File: src/rtl/eth_pcs_params.sv
// Shared constants, lock-state encoding and header classification for the
// 10GBASE-R receive block-lock path.
package eth_pcs_params;

    localparam int W_SYNC = 2;
    localparam logic [W_SYNC-1:0] SYNC_DATA = 2'b01;
    localparam logic [W_SYNC-1:0] SYNC_CTRL = 2'b10;

    localparam int SH_TH_DEF       = 64;
    localparam int SH_INVAL_TH_DEF = 16;
    localparam int SLIP_WAIT_DEF   = 4;
    localparam int BER_WIN_DEF     = 19531;
    localparam int BER_TH_DEF      = 16;
    localparam int W_BER_CNT       = 6;

    typedef enum logic [1:0] {
        ST_TEST,
        ST_SLIP_REQ,
        ST_SLIP_WAIT
    } lock_state_e;

    function automatic logic is_valid_sh(input logic [W_SYNC-1:0] sh);
        return (sh == SYNC_DATA) || (sh == SYNC_CTRL);
    endfunction

endpackage

File: src/rtl/eth_pcs_ber_mon.sv
// High-BER monitor: counts invalid headers per fixed window of header strobes
// and keeps a saturating, host-clearable invalid-header count.
module eth_pcs_ber_mon
    import eth_pcs_params::*;
#(
    parameter int BER_WIN = BER_WIN_DEF,
    parameter int BER_TH  = BER_TH_DEF
) (
    input  logic                 clk,
    input  logic                 rst_n,
    input  logic                 lock,
    input  logic                 sh_evt,
    input  logic                 sh_bad,
    input  logic                 cnt_clr,
    output logic                 hi_ber,
    output logic [W_BER_CNT-1:0] ber_cnt
);

    localparam int W_WIN = $clog2(BER_WIN + 1);
    localparam int W_ERR = $clog2(BER_TH + 1);

    logic [W_WIN-1:0] win_cnt;
    logic [W_WIN-1:0] win_nxt;
    logic [W_ERR-1:0] err_cnt;
    logic [W_ERR-1:0] err_nxt;
    logic             win_end;
    logic             err_hit;
    logic             cnt_inc;

    always_comb begin
        win_nxt = win_cnt + W_WIN'(1);
        err_nxt = err_cnt;
        if (sh_bad && (err_cnt != W_ERR'(BER_TH)))
            err_nxt = err_cnt + W_ERR'(1);
        win_end = (win_nxt == W_WIN'(BER_WIN));
        err_hit = sh_bad && (err_nxt == W_ERR'(BER_TH));
        cnt_inc = lock && sh_evt && sh_bad;
    end

    // A window that ends on the threshold-reaching header still raises hi_ber.
    always_ff @(posedge clk or negedge rst_n) begin
        if (!rst_n) begin
            win_cnt <= '0;
            err_cnt <= '0;
            hi_ber  <= 1'b0;
        end else if (!lock) begin
            win_cnt <= '0;
            err_cnt <= '0;
        end else if (sh_evt) begin
            if (err_hit)
                hi_ber <= 1'b1;
            else if (win_end && (err_nxt < W_ERR'(BER_TH)))
                hi_ber <= 1'b0;
            if (win_end) begin
                win_cnt <= '0;
                err_cnt <= '0;
            end else begin
                win_cnt <= win_nxt;
                err_cnt <= err_nxt;
            end
        end
    end

    always_ff @(posedge clk or negedge rst_n) begin
        if (!rst_n)
            ber_cnt <= '0;
        else if (cnt_clr)
            ber_cnt <= cnt_inc ? W_BER_CNT'(1) : '0;
        else if (cnt_inc && (ber_cnt != '1))
            ber_cnt <= ber_cnt + W_BER_CNT'(1);
    end

endmodule

File: src/rtl/eth_pcs_blk_sync.sv
// RX 66b block-lock synchroniser: tests sync headers, requests gearbox slips
// until a clean window is seen, and hosts the optional high-BER monitor.
module eth_pcs_blk_sync
    import eth_pcs_params::*;
#(
    parameter int SH_TH       = SH_TH_DEF,
    parameter int SH_INVAL_TH = SH_INVAL_TH_DEF,
    parameter int SLIP_WAIT   = SLIP_WAIT_DEF,
    parameter int BER_EN      = 1,
    parameter int BER_WIN     = BER_WIN_DEF,
    parameter int BER_TH      = BER_TH_DEF
) (
    input  logic                 i_clk,
    input  logic                 i_rst_n,
    input  logic                 i_sh_vld,
    input  logic [W_SYNC-1:0]    i_sync,
    input  logic                 i_slip_ack,
    output logic                 o_slip,
    output logic                 o_block_lock,
    output logic                 o_hi_ber,
    output logic [W_BER_CNT-1:0] o_ber_cnt,
    input  logic                 i_ber_cnt_clr
);

    localparam int W_SH   = $clog2(SH_TH) + 1;
    localparam int W_WAIT = $clog2(SLIP_WAIT + 1) + 1;

    lock_state_e       state;
    lock_state_e       state_nxt;
    logic [W_SH-1:0]   sh_cnt;
    logic [W_SH-1:0]   sh_cnt_nxt;
    logic [W_SH-1:0]   sh_inc;
    logic [W_SH-1:0]   inval_cnt;
    logic [W_SH-1:0]   inval_cnt_nxt;
    logic [W_SH-1:0]   inval_inc;
    logic [W_WAIT-1:0] wait_cnt;
    logic [W_WAIT-1:0] wait_cnt_nxt;
    logic [W_WAIT-1:0] wait_inc;
    logic              ack_seen;
    logic              ack_seen_nxt;
    logic              lock_nxt;
    logic              sh_bad;
    logic              sh_test;

    assign sh_bad  = !is_valid_sh(i_sync);
    assign sh_test = i_sh_vld && (state == ST_TEST);

    always_comb begin
        state_nxt     = state;
        sh_cnt_nxt    = sh_cnt;
        inval_cnt_nxt = inval_cnt;
        wait_cnt_nxt  = wait_cnt;
        ack_seen_nxt  = ack_seen;
        lock_nxt      = o_block_lock;
        sh_inc        = sh_cnt + W_SH'(1);
        inval_inc     = inval_cnt + W_SH'(sh_bad);
        wait_inc      = wait_cnt + W_WAIT'(1);
        case (state)
            ST_TEST: begin
                if (i_sh_vld) begin
                    if (sh_bad && (!o_block_lock || (inval_inc == W_SH'(SH_INVAL_TH)))) begin
                        state_nxt     = ST_SLIP_REQ;
                        lock_nxt      = 1'b0;
                        sh_cnt_nxt    = '0;
                        inval_cnt_nxt = '0;
                    end else if (sh_inc == W_SH'(SH_TH)) begin
                        if (inval_inc == '0)
                            lock_nxt = 1'b1;
                        sh_cnt_nxt    = '0;
                        inval_cnt_nxt = '0;
                    end else begin
                        sh_cnt_nxt    = sh_inc;
                        inval_cnt_nxt = inval_inc;
                    end
                end
            end
            ST_SLIP_REQ: begin
                sh_cnt_nxt    = '0;
                inval_cnt_nxt = '0;
                wait_cnt_nxt  = '0;
                ack_seen_nxt  = i_slip_ack;
                state_nxt     = ST_SLIP_WAIT;
            end
            ST_SLIP_WAIT: begin
                // Only strobes after the acknowledge count toward the settle time.
                if (!ack_seen) begin
                    ack_seen_nxt = i_slip_ack;
                end else if ((wait_cnt == W_WAIT'(SLIP_WAIT)) ||
                             (i_sh_vld && (wait_inc == W_WAIT'(SLIP_WAIT)))) begin
                    state_nxt    = ST_TEST;
                    ack_seen_nxt = 1'b0;
                    wait_cnt_nxt = '0;
                end else if (i_sh_vld) begin
                    wait_cnt_nxt = wait_inc;
                end
            end
            default: state_nxt = ST_TEST;
        endcase
    end

    always_ff @(posedge i_clk or negedge i_rst_n) begin
        if (!i_rst_n) begin
            state        <= ST_TEST;
            sh_cnt       <= '0;
            inval_cnt    <= '0;
            wait_cnt     <= '0;
            ack_seen     <= 1'b0;
            o_slip       <= 1'b0;
            o_block_lock <= 1'b0;
        end else begin
            state        <= state_nxt;
            sh_cnt       <= sh_cnt_nxt;
            inval_cnt    <= inval_cnt_nxt;
            wait_cnt     <= wait_cnt_nxt;
            ack_seen     <= ack_seen_nxt;
            o_slip       <= (state == ST_SLIP_REQ);
            o_block_lock <= lock_nxt;
        end
    end

    generate
        if (BER_EN != 0) begin : g_ber
            eth_pcs_ber_mon #(
                .BER_WIN (BER_WIN),
                .BER_TH  (BER_TH)
            ) u_ber_mon (
                .clk     (i_clk),
                .rst_n   (i_rst_n),
                .lock    (o_block_lock),
                .sh_evt  (sh_test),
                .sh_bad  (sh_test && sh_bad),
                .cnt_clr (i_ber_cnt_clr),
                .hi_ber  (o_hi_ber),
                .ber_cnt (o_ber_cnt)
            );
        end else begin : g_no_ber
            assign o_hi_ber  = 1'b0;
            assign o_ber_cnt = '0;
        end
    endgenerate

endmodule

File: config.mk
export PLATFORM = sky130hd
export DESIGN_NAME = eth_pcs_blk_sync
export DESIGN_NICKNAME = d
export VERILOG_FILES = /design/src/rtl/eth_pcs_params.sv /design/src/rtl/eth_pcs_ber_mon.sv /design/src/rtl/eth_pcs_blk_sync.sv
export SDC_FILE = /design/constraint.sdc
export NUM_CORES = 1
export LEC_CHECK = 0
export BUFFER_PORTS_ARGS = -buffer_cell sky130_fd_sc_hd__buf_2
export CAP_MARGIN = 20
export CORE_UTILIZATION = 56
export DETAILED_ROUTE_END_ITERATION = 8
export PLACE_DENSITY = 0.86
export SYNTH_ARGS = -nofsm -noshare
export SYNTH_HDL_FRONTEND = slang
export SYNTH_HIERARCHICAL = 1
export SYNTH_SLANG_ARGS = --single-unit
File: constraint.sdc
create_clock -name i_clk -period 2.3 [get_ports i_clk]
set_clock_uncertainty 0.05 [all_clocks]
set_input_delay 0.46 -clock i_clk [delete_from_list [all_inputs] [get_ports i_clk]]
set_output_delay 0.46 -clock i_clk [all_outputs]
set_load 0.05 [all_outputs]
==> impl_metrics.toml <==
[status]
outcome = "finished with violations"
violations = "setup timing"

[timing]
slew_headroom = 0.6228
final.min_clock_period_ps = 2345
setup_viol = 3
hold_viol_final = 0
fmax_ghz = 0.4264
rsz0062_at_grt = "true"
period_share = 1.020
worstMarginPinSlew_ps = 565.9
layout_setup_ws_ps = -45.33
drv_slew = 0

[drt]
wl_um = 7156
avgRoutedWirePerCell_um = 15.49
ant_nets = 0
vias = 2810
drc = 0
drt_iter0_drc = 155
drtPass1Iterations = 4
viasPerCell = 6.082

[synthesis]
synth_area_per_cell_um2 = 9.277
syn_nets = 372
synth_area_mm2 = 0.003266
synth_top_family_by_area = "simple AND/OR/NAND/NOR gates"
synth_flop_cell = "dfrtp_1"
synth_commonest_cells = "dfrtp_1 (50), nand2_1 (35), nor2_1 (27), inv_1 (18), o21ai_0 (16)"
ys_warn_count = 6
ys_seq_area_frac = 0.3831
syn_inst = 352
synth_xor_area_frac = 0.06437
synth_compound_area_frac = 0.1774
synth_edf_count = 0
synth_most_common_cell = "dfrtp_1"
synth.area.mux_share = 0.01609
synth_cell_types = 67
synth_area_leader_cell = "dfrtp_1"
yosys-top-cells-area = "dfrtp_1 (38%), ha_1 (5.0%), nand2_1 (4.0%), xnor2_1 (3.5%), nor2_1 (3.1%)"
ys_seq_elements = 50
synth_top_area_frac = 0.3831
async_flop_share = 1.000
yosys.area_share.simple = 0.2728
synthAdderAreaFrac = 0.04981

[clock_tree]
h-tree-depth = 2
cts_root_buffer = "clkbuf_8"
clk_path_buf_depth = 2
clk_latency_ps = 310
cts_tree = "yes"
cts_buffers = 5
clock_sinks = 50
cts.clk_slew.worst_paths_ps = 100

[place]
finalWeightedCongestion = 0.8723
io_buffers = 15
dp_cells = 451
placed_area_mm2 = 0.003601
hpwl_um = 5125

[floorplan]
die_y_um = 78.37
initial_core_util = 0.5859
die_x_um = 78.37
ios = 16
rows = 27
fp.dieArea_mm2 = 0.006141
coreArea_mm2 = 0.005574

[global_routing]
grt_overflow = 0
grt_use_total = 0.2512
antenna_found_initial = 0
grt_max_degree = 29
grt_pass1_wl_um = 12280
grt_pass1_vias = 2746

[layout]
utilization = 0.6855
final_cells = 462
synthToLayoutAreaGrowth_pct = 17.01
antenna_cells = 0
finish.net_count = 409
stdcell_area_mm2 = 0.003821
drive_gt1_frac = 0.2308

[job]
max_cap_violations = 0

[setup_path]
worstPathRequired_ps = 2440
reg2reg_slack_ps = 0
arrival_ps = 2490
endpoint_kind = "flop"
critPathMaxFanout = 4
crit_type = "in -> reg"
crit_path_start_kind = "input pin"

[power_and_ir_drop]
ir_drop_mv = 0.5804
power_density_mw_per_mm2 = 687.0
p_leak_nw = 1.660

[min_path]
hp-class = "in -> async"
## report_power, final
part	internal (mW)	switching (mW)	leakage, nW
registers	0.959	0.0880	0.689
clock network	0.436	0.311	0.0683
logic	0.350	0.482	0.903
total	1.74	0.880	1.66
## cells by family (layout without fill, tap and decap cells)
kind of cell	count (synthesis)	in the layout
AND/OR/NAND/NOR	153	153
AO/OA/AOI/OAI	79	79
flip-flops	50	50
buffers and inverters	28	66
XOR/XNOR	24	24
adder cells (fa/ha/maj)	13	13
multiplexers	5	5
## final cells by class
type / instances / area, µm²
Clock inverter: 3 / 68.82
Multi-Input combinational cell: 274 / 1983
Clock buffer: 5 / 68.82
Tap cell: 72 / 90.09
Timing Repair Buffer: 40 / 291.5
Inverter: 18 / 67.56
Sequential cell: 50 / 1251
Fill cell: 415 / 1753
## path summary, 6_finish.rpt
check	cells after the start	to	startpoint
min reg2reg	1	g_ber.u_ber_mon/hi_ber	g_ber.u_ber_mon/hi_ber
min	1	inval_cnt[5]	i_rst_n
max reg2reg	8	sh_cnt[6]	inval_cnt[0]
max in group asynchronous	2	g_ber.u_ber_mon/win_cnt[4]	i_rst_n
min in group i_clk	2	g_ber.u_ber_mon/ber_cnt[4]	i_ber_cnt_clr
max	11	sh_cnt[6]	i_sync[0]
## sequential cells by signal, summed over array words and instances (netlist names)
register                 count
g_ber.u_ber_mon/err_cnt      5
o_block_lock                 1
o_slip                       1
sh_cnt                       7
g_ber.u_ber_mon/win_cnt     15
wait_cnt                     4
inval_cnt                    7
g_ber.u_ber_mon/hi_ber       1
ack_seen                     1
state                        2
g_ber.u_ber_mon/ber_cnt      6
## per-layer routing
metal,track usage,share of wire,up-vias
met5,0,0,-
met4,0.09815,0.019,0
met3,0.03721,0.033,16
met2,0.4447,0.52,64
met1,0.3067,0.43,1381
li1,-,-,1349
## worst max-delay path, stage by stage
cell and delay [ps]:
buf_4 130, xor2_4 140, inv_2 70, ha_4 160, ha_4 210, or3b_4 380
nor4_4 180, o2111ai_2 210, nand2_2 170, nor2_4 60, a221o_1 310
## metrics by stage
step	hold WS (ps)	power (mW)	worst slack [ps]	setup TNS (ps)
global placement	420.8	1.826	-299.6	-3495
finish	81.05	2.625	-45.33	-76.39
CTS	89.29	2.614	-33.14	-96.59
detailed placement	431.6	1.863	-347.6	-4317
global route	127.0	2.765	-135.1	-709.9
floorplan	114.4	1.578	-179.6	-952.4
## cells in the final DEF, fill, tap and decap left out, types with 3 or more instances in the layout
cell type / instances
a21o_1: 5
nand3b_1: 5
dfrtp_1: 50
inv_1: 17
ha_1: 10
o21ai_1: 5
nand3_4: 3
nand3_1: 12
a31oi_1: 5
xor2_1: 10
xnor2_1: 13
nand2b_1: 5
a22o_2: 5
nor2_1: 25
nor3b_1: 3
nand2_1: 35
clkbuf_8: 5
buf_4: 24
a21oi_1: 11
and3_1: 6
o21ai_0: 16
mux2i_1: 3
buf_2: 13
a32o_1: 5
nand4_1: 13
nor3_2: 3
nor3_1: 10
and2_1: 10
o31ai_1: 5
## repair_timing
action,CTS,global route
pin swaps,1,1
gates resized for setup,0,15
hold buffers,0,0
endpoints found under the setup margin,4,16
setup buffers,1,2
No activity file was read; power rests on OpenSTA's default activity.
